--- config.mk ---
export PLATFORM = sky130hd
export DESIGN_NAME = if_stage_flat
export DESIGN_NICKNAME = d
export VERILOG_FILES = /design/src/rtl/if_stage_if.sv /design/src/rtl/if_stage.sv /design/src/flat_wrapper.sv
export SDC_FILE = /design/constraint.sdc
export NUM_CORES = 1
export LEC_CHECK = 0
export ABC_CLOCK_PERIOD_IN_PS = 3670
export BUFFER_PORTS_ARGS = -buffer_cell sky130_fd_sc_hd__buf_4
export CAP_MARGIN = 20
export CORE_MARGIN = 3
export CORE_UTILIZATION = 50
export CTS_BUF_LIST = sky130_fd_sc_hd__clkbuf_8
export DETAILED_ROUTE_END_ITERATION = 12
export PLACE_DENSITY = 0.84
export SLEW_MARGIN = 0
export SYNTH_ARGS = -nofsm -noshare
export SYNTH_HDL_FRONTEND = slang
export SYNTH_SLANG_ARGS = --single-unit
--- constraint.sdc ---
create_clock -name clk -period 3.67 [get_ports clk]
set_clock_uncertainty 0.15 [all_clocks]
set_input_delay 0.734 -clock clk [delete_from_list [all_inputs] [get_ports clk]]
set_output_delay 0.734 -clock clk [all_outputs]
set_load 0.01 [all_outputs]
--- src/rtl/if_stage_if.sv ---
// Signal bundle between the fetch stage and its neighbours: stall/branch in, decode bus and I-SRAM out.
// The fetch stage takes the master modport; the environment (decode, SRAM, bench) takes slave.
interface if_stage_if;
  logic [5:0]  stall;
  logic [32:0] br_bus;
  logic [32:0] if_to_id_bus;
  logic        inst_sram_en;
  logic [3:0]  inst_sram_wen;
  logic [31:0] inst_sram_addr;
  logic [31:0] inst_sram_wdata;
  logic [31:0] fetch_cnt;

  modport master (
    input  stall, br_bus,
    output if_to_id_bus, inst_sram_en, inst_sram_wen, inst_sram_addr, inst_sram_wdata, fetch_cnt
  );
  modport slave (
    output stall, br_bus,
    input  if_to_id_bus, inst_sram_en, inst_sram_wen, inst_sram_addr, inst_sram_wdata, fetch_cnt
  );
endinterface

--- src/rtl/if_stage.sv ---
// Instruction-fetch stage: owns the PC, drives the I-SRAM read, forwards {ce, pc} to decode.
// Define IF_BR_PENDING_EN to remember a branch redirect that arrives while the PC is stalled.
module if_stage #(
  parameter logic [31:0] RESET_PC = 32'hBFBF_FFFC
) (
  input  logic          clk,
  input  logic          rst,
  if_stage_if.master    bus
);

  typedef enum logic [1:0] {ST_RESET, ST_RUN, ST_HOLD} state_e;

  state_e      state_q, state_d;
  logic [31:0] pc_q, pc_d;
  logic        ce_q, ce_d;
  logic [31:0] fetch_cnt_q, fetch_cnt_d;

  logic        br_e;
  logic [31:0] br_addr;
  logic        stop;

  assign br_e    = bus.br_bus[32];
  assign br_addr = bus.br_bus[31:0];
  assign stop    = bus.stall[0];

`ifdef IF_BR_PENDING_EN
  logic        pend_v_q, pend_v_d;
  logic [31:0] pend_addr_q, pend_addr_d;
`endif

  always_comb begin
    state_d     = state_q;
    pc_d        = pc_q;
    ce_d        = ce_q;
    fetch_cnt_d = fetch_cnt_q;
`ifdef IF_BR_PENDING_EN
    pend_v_d    = pend_v_q;
    pend_addr_d = pend_addr_q;
`endif
    if (!stop) begin
      state_d     = ST_RUN;
      ce_d        = 1'b1;
      fetch_cnt_d = fetch_cnt_q + 32'd1;
`ifdef IF_BR_PENDING_EN
      pend_v_d    = 1'b0;
      if (br_e)          pc_d = br_addr;
      else if (pend_v_q) pc_d = pend_addr_q;
      else               pc_d = pc_q + 32'd4;
`else
      pc_d        = br_e ? br_addr : pc_q + 32'd4;
`endif
    end else begin
      // A stall before the first fetch keeps ce low; otherwise the PC simply freezes.
      state_d = (state_q == ST_RESET) ? ST_RESET : ST_HOLD;
`ifdef IF_BR_PENDING_EN
      if (br_e) begin
        pend_v_d    = 1'b1;
        pend_addr_d = br_addr;
      end
`endif
    end
  end

  always_ff @(posedge clk) begin
    if (rst) begin
      state_q     <= ST_RESET;
      pc_q        <= RESET_PC;
      ce_q        <= 1'b0;
      fetch_cnt_q <= 32'd0;
`ifdef IF_BR_PENDING_EN
      pend_v_q    <= 1'b0;
      pend_addr_q <= 32'd0;
`endif
    end else begin
      state_q     <= state_d;
      pc_q        <= pc_d;
      ce_q        <= ce_d;
      fetch_cnt_q <= fetch_cnt_d;
`ifdef IF_BR_PENDING_EN
      pend_v_q    <= pend_v_d;
      pend_addr_q <= pend_addr_d;
`endif
    end
  end

  assign bus.if_to_id_bus    = {ce_q, pc_q};
  assign bus.inst_sram_en    = ce_q;
  assign bus.inst_sram_wen   = 4'b0000;
  assign bus.inst_sram_addr  = pc_q;
  assign bus.inst_sram_wdata = 32'd0;
  assign bus.fetch_cnt       = fetch_cnt_q;

endmodule

--- src/flat_wrapper.sv ---
// flat-port wrapper written by rule: the top's interface ports become plain ports
module if_stage_flat 
#(
  parameter logic [31:0] RESET_PC = 32'hBFBF_FFFC
)
  (clk, rst, bus_stall, bus_br_bus, bus_if_to_id_bus, bus_inst_sram_en, bus_inst_sram_wen, bus_inst_sram_addr, bus_inst_sram_wdata, bus_fetch_cnt);
  if_stage_if bus_i ();
  input  logic clk;
  input  logic rst;
  input wire logic [$bits(bus_i.stall)-1:0] bus_stall;
  input wire logic [$bits(bus_i.br_bus)-1:0] bus_br_bus;
  output wire logic [$bits(bus_i.if_to_id_bus)-1:0] bus_if_to_id_bus;
  output wire logic [$bits(bus_i.inst_sram_en)-1:0] bus_inst_sram_en;
  output wire logic [$bits(bus_i.inst_sram_wen)-1:0] bus_inst_sram_wen;
  output wire logic [$bits(bus_i.inst_sram_addr)-1:0] bus_inst_sram_addr;
  output wire logic [$bits(bus_i.inst_sram_wdata)-1:0] bus_inst_sram_wdata;
  output wire logic [$bits(bus_i.fetch_cnt)-1:0] bus_fetch_cnt;
  assign bus_i.stall = bus_stall;
  assign bus_i.br_bus = bus_br_bus;
  assign bus_if_to_id_bus = bus_i.if_to_id_bus;
  assign bus_inst_sram_en = bus_i.inst_sram_en;
  assign bus_inst_sram_wen = bus_i.inst_sram_wen;
  assign bus_inst_sram_addr = bus_i.inst_sram_addr;
  assign bus_inst_sram_wdata = bus_i.inst_sram_wdata;
  assign bus_fetch_cnt = bus_i.fetch_cnt;
  if_stage #(.RESET_PC(RESET_PC)) u_core (.clk(clk), .rst(rst), .bus(bus_i));
endmodule
==> Yosys cells after proc, flatten, opt, wreduce, memory -nomap -nowiden <==
Cells that the tools add are included.
{ "word_totals": {"regBits": 65, "input_bits": 41, "output_inout_bits": 134, "wordCells": 6} }
{ "classes": {"n_addsub": 2, "n_mux": 1} }
{ "ops": {"columns": ["operator", "count"], "rows": [
  ["$add A32 B1 Y32 const B", 1],
  ["$add A32 B3 Y32 const B", 1],
  ["$mux W32", 1]
]} }

==> Longest topological paths before layout <==
{ "depth": {"ltp_word": 2, "mapped_depth": 8, "depth_no_buf": 6} }

==> Least setup slack after synthesis <==
OpenSTA, ideal clock, no wires.
{ "synth_timing": {"path_kind": "in2reg", "start": "in bus_stall[0]", "end": "reg u_core.fetch_cnt_q[31], in the netlist u_core.bus.fetch_cnt[31]", "arrival_ps": 2071, "setup_slack_ps": 1328, "stages": 6, "path_buffers": 1, "cell_sequence": "and4b_1 > buf_2 > nand3_2 > or3_1 > nor3_1 > mux2_2"} }
{ "synth_lines": {"columns": ["item", "line_no", "source"], "rows": [
  ["from (decl)", "flat_wrapper.sv:10", "input wire logic [$bits(bus_i.stall)-1:0] bus_stall;"],
  ["to (signal assigned)", "if_stage.sv:78", "fetch_cnt_q <= fetch_cnt_d;"],
  ["to (decl)", "if_stage.sv:16", "logic [31:0] fetch_cnt_q, fetch_cnt_d;"]
]} }

==> summary.md <==
| Metric | Value |
|---|---|
| Final Cycle Share | `67.5%` |
| Data arrival, critical path | `2.55 ns` |
| TritonCTS clock tree | `done` |
| Vias in the first global route | `3291` |
| Total overflow reported by the global router | `0` |
| Count of instances resized after the clock tree is built | `0` |
| Number of core rows | `32` |
| Mapped Cells | `491` |
| Number of nets with antenna violations after detailed routing | `0` |
| Clock tree sinks | `65` |
| Period minus WS final | `2.48 ns` |
| Cell chosen for the clock root | `sky130_fd_sc_hd__clkbuf_8` |
| # H-tree levels | `3` |
| Worst-Skew Late Latency | `0.34 ns` |
| Antenna Diode Count | `0` |
| Leak Pwr | `0.00204 µW` |
| Number of enable-type register cells in the synthesized netlist | `0` |
| Switching part of the total | `29.5%` |
| Placed Instance Area | `0.00464 mm²` |
| Die area | `0.00915 mm²` |
| Final total power | `1790 µW` |
| Initial core utilization | `51.8%` |
| Violation count after the first detailed-routing iteration | `224` |
| Count of input and output buffers | `133` |
| Number of hold violations in the final report | `0` |
| Total I/O pin count | `175` |
| Total length of routed wires | `9920 µm` |
| Routed WL per cell | `14.6 µm` |
| Internal power | `1260 µW` |
| PnR worst setup slack | `1.19 ns` |
| Die width | `95.7 µm` |
| Unrepaired setup endpoints after global routing | `no` |
| Tightest Pin Transition | `0.636 ns` |
| Synth Warn # | `0` |
| Core utilization of the finished layout | `62.5%` |
| Async set-reset flop share out of synthesis | `0%` |
| Comb power frac | `20.5%` |
| Syn_area_per_cell | `8.19 µm²` |
| Half-perimeter wire length of the detailed placement result | `7050 µm` |
| Number of inserted filler cells in the final layout | `663` |
| Crit end category | `flop` |
| Number of setup violations in the final report | `0` |
| Post-CTS Hold Fix Bufs | `0` |
| Sequential fraction of the synthesis area | `32.4%` |
| Drt via density | `5.47` |
| Placeable core region | `0.00777 mm²` |
| Portion of total power attributed to the clock network | `36.1%` |
| Required time of the worst setup path | `3.75 ns` |
| IR Drop Worst-Case VDD | `0.000177 V` |
| Class of the worst hold path | `flop to flop` |
| Number of CTS-inserted buffers | `9` |
| Global-route total usage across every layer | `20.8%` |
| Power density of the placed cells | `369 mW/mm²` |
| Top_reg_cell synth | `sky130_fd_sc_hd__dfxtp_1` |
| Share of layout cells above drive strength 1 | `29.9%` |
| Summed area of non-filler cells in the final layout | `0.00485 mm²` |
| Crit-path max FO | `48` |
| Setup CP Type | `input port to flop` |
| Nets | `617` |
| Buffer levels on the longest clock path | `2` |
| CP Buf/Inv Count | `1` |
| First-pass GRT wire length | `15200 µm` |
| Achievable Freq | `0.403 GHz` |
| Area growth from synthesis to layout | `20.7%` |
| Post-detailed-route DRC marker count | `0` |
| Post CTS Setup Buffer Count | `0` |
| Number of maximum-capacitance violations | `0` |
| Worst setup SP type | `input port` |
| Routed vias | `3728` |
| Maximum number of pins on one net before global-route repair | `51` |
| Worst slew margin relative to its limit | `57.3%` |
| Initial antenna violation count | `0` |
| Die Span Y | `95.7 µm` |
| CTS clk-pin slew, worst paths | `0.07 ns` |
| Syn Std Cell Area | `0.00402 mm²` |
| Delay-heaviest family, CP | `simple AND/OR/NAND/NOR gates` |
| RD Place Congestion | `0.832` |
| Number of flip-flops and latches in the synthesized netlist | `65` |
| Pre-CTS setup slack | `0.861 ns` |
| Drt pass-1 iters | `7` |
| Number of distinct library cells after synthesis | `68` |
| Net Switching | `529 µW` |
| Worst stage delay on the critical path | `0.44 ns` |
| Final-report max-slew violation count | `0` |
| Critical Path, Cell by Cell | `buf_4 -> and4b_1 -> nand3_2 -> or3_1 -> nor3_1 -> mux2_2` |
| Sum Neg Setup Slack | `0 ns` |
| Seq pwr share | `43.3%` |
| Result of the run | `finished clean` |
| Critical-path top delay cell | `sky130_fd_sc_hd__and4b_1` |
==> path summary, 6_finish.rpt <==
check                          startpoint                       endpoint  slack, ns  depth (start not counted)
max reg2reg  u_core.bus.inst_sram_addr[2]  u_core.bus.inst_sram_addr[20]       1.39                          6
min reg2reg       u_core.bus.inst_sram_en        u_core.bus.inst_sram_en       0.36                          1
max                          bus_stall[0]       u_core.bus.fetch_cnt[31]       1.19                          6
min               u_core.bus.inst_sram_en        u_core.bus.inst_sram_en       0.36                          1
==> final cells by class <==
type / count / area (µm²) / area share [%]
multi-input cells: 356 / 2170 / 44.7
flip-flops and latches: 65 / 1300 / 26.8
repair buffers: 135 / 1010 / 20.9
clock buffers: 12 / 165 / 3.40
well taps: 102 / 128 / 2.63
clock inverters: 4 / 50.0 / 1.03
inverters: 7 / 26.3 / 0.541
==> power groups by stage <==
| stage | clock (µW) | combinational, µW | sequential [µW] |
|---|---|---|---|
| 6_report | 647 | 368 | 777 |
| 3_3_place_gp | 0 | 358 | 790 |
| 5_1_grt | 688 | 403 | 783 |
| 2_1_floorplan | 0 | 278 | 795 |
| 3_5_place_dp | 0 | 365 | 792 |
| 4_1_cts | 656 | 367 | 776 |
==> metal layers <==
layer	wire length, µm	part of all wire, %	GRT usage [%]	vias to the layer above
met3	943	9.5	6.08	11
met1	3970	40	25.4	1730
li1	-	-	-	1808
met4	90	0.91	6.64	0
met2	4920	50	35.3	179
met5	0	0	0	-
==> state kept, by name (all words and copies together) (netlist names) <==
| signal | cells |
|---|---|
| u_core.bus.inst_sram_addr | 32 |
| u_core.bus.inst_sram_en | 1 |
| u_core.bus.fetch_cnt | 32 |
==> cells by family (layout without fill, tap and decap cells) <==
kind of cell / count (synthesis) / in the layout / synth area share, %
xor gates and xnor gates: 29 / 29 / 6.32
and+or+nand+nor: 188 / 188 / 25.4
adders and majority gates: 2 / 2 / 0.622
DFF: 65 / 65 / 32.4
AOI/OAI and AO/OA: 90 / 90 / 15.4
other: 1 / 36 / 0.0933
muxes: 11 / 11 / 2.86
buffers and inverters: 105 / 158 / 16.9
==> cells in the final DEF (no fill, tap or decap), drive strengths merged, types with 15 or more instances in the layout <==
cell type / Yosys / layout
dfxtp: 65 / 65
nor2: 53 / 53
nand3: 22 / 22
conb: 1 / 36
buf: 84 / 135
nand4: 16 / 16
nand2: 27 / 27
nor3: 15 / 15
xnor2: 18 / 18
o21ai: 20 / 20
a21oi: 22 / 22
==> worst reg2reg max path, cell delays in order, from the launching register on <==
cell	delay, ns
sky130_fd_sc_hd__dfxtp_1	0.50
sky130_fd_sc_hd__ha_1	0.27
sky130_fd_sc_hd__and3_1	0.25
sky130_fd_sc_hd__nand4_1	0.28
sky130_fd_sc_hd__or4b_1	0.53
sky130_fd_sc_hd__o21ai_0	0.08
sky130_fd_sc_hd__a21oi_1	0.09
==> metrics by stage <==
| stage | hold slack [ns] | instances |
|---|---|---|
| final | 0.357 | 681 |
| after global routing | 0.392 | 681 |
| after CTS | 0.373 | 681 |
| after detailed placement | 0.360 | 665 |
| after global placement | 0.320 | 665 |
| after floorplan | 0.365 | 526 |
==> Yosys cell counts, drive strengths merged (2+ instances only) <==
library cell / number / area, µm²
nand2b: 4 / 25.0
or3: 4 / 25.0
a41o: 2 / 21.3
nor2: 53 / 199
nand3: 22 / 115
mux2i: 7 / 70.1
and3: 5 / 36.3
a32oi: 2 / 17.5
o211ai: 6 / 45.0
mux2: 4 / 45.0
a2bb2oi: 2 / 17.5
a31oi: 3 / 18.8
buf: 84 / 602
dfxtp: 65 / 1300
or4: 2 / 15.0
o21ai: 20 / 100
a21oi: 22 / 110
a221oi: 3 / 32.5
nand4: 16 / 106
clkbuf: 14 / 52.6
and4: 12 / 111
a21o: 3 / 25.0
a22oi: 4 / 30.0
nor2b: 9 / 56.3
a211oi: 4 / 35.0
inv: 6 / 22.5
nor3: 15 / 97.6
o31ai: 2 / 20.0
xnor2: 18 / 158
nand2: 27 / 101
xor2: 11 / 96.3
ha: 2 / 25.0
and2: 3 / 18.8
o22ai: 6 / 37.5
a311oi: 2 / 23.8
nor4: 10 / 62.6
(Power assumes the default switching activity.)
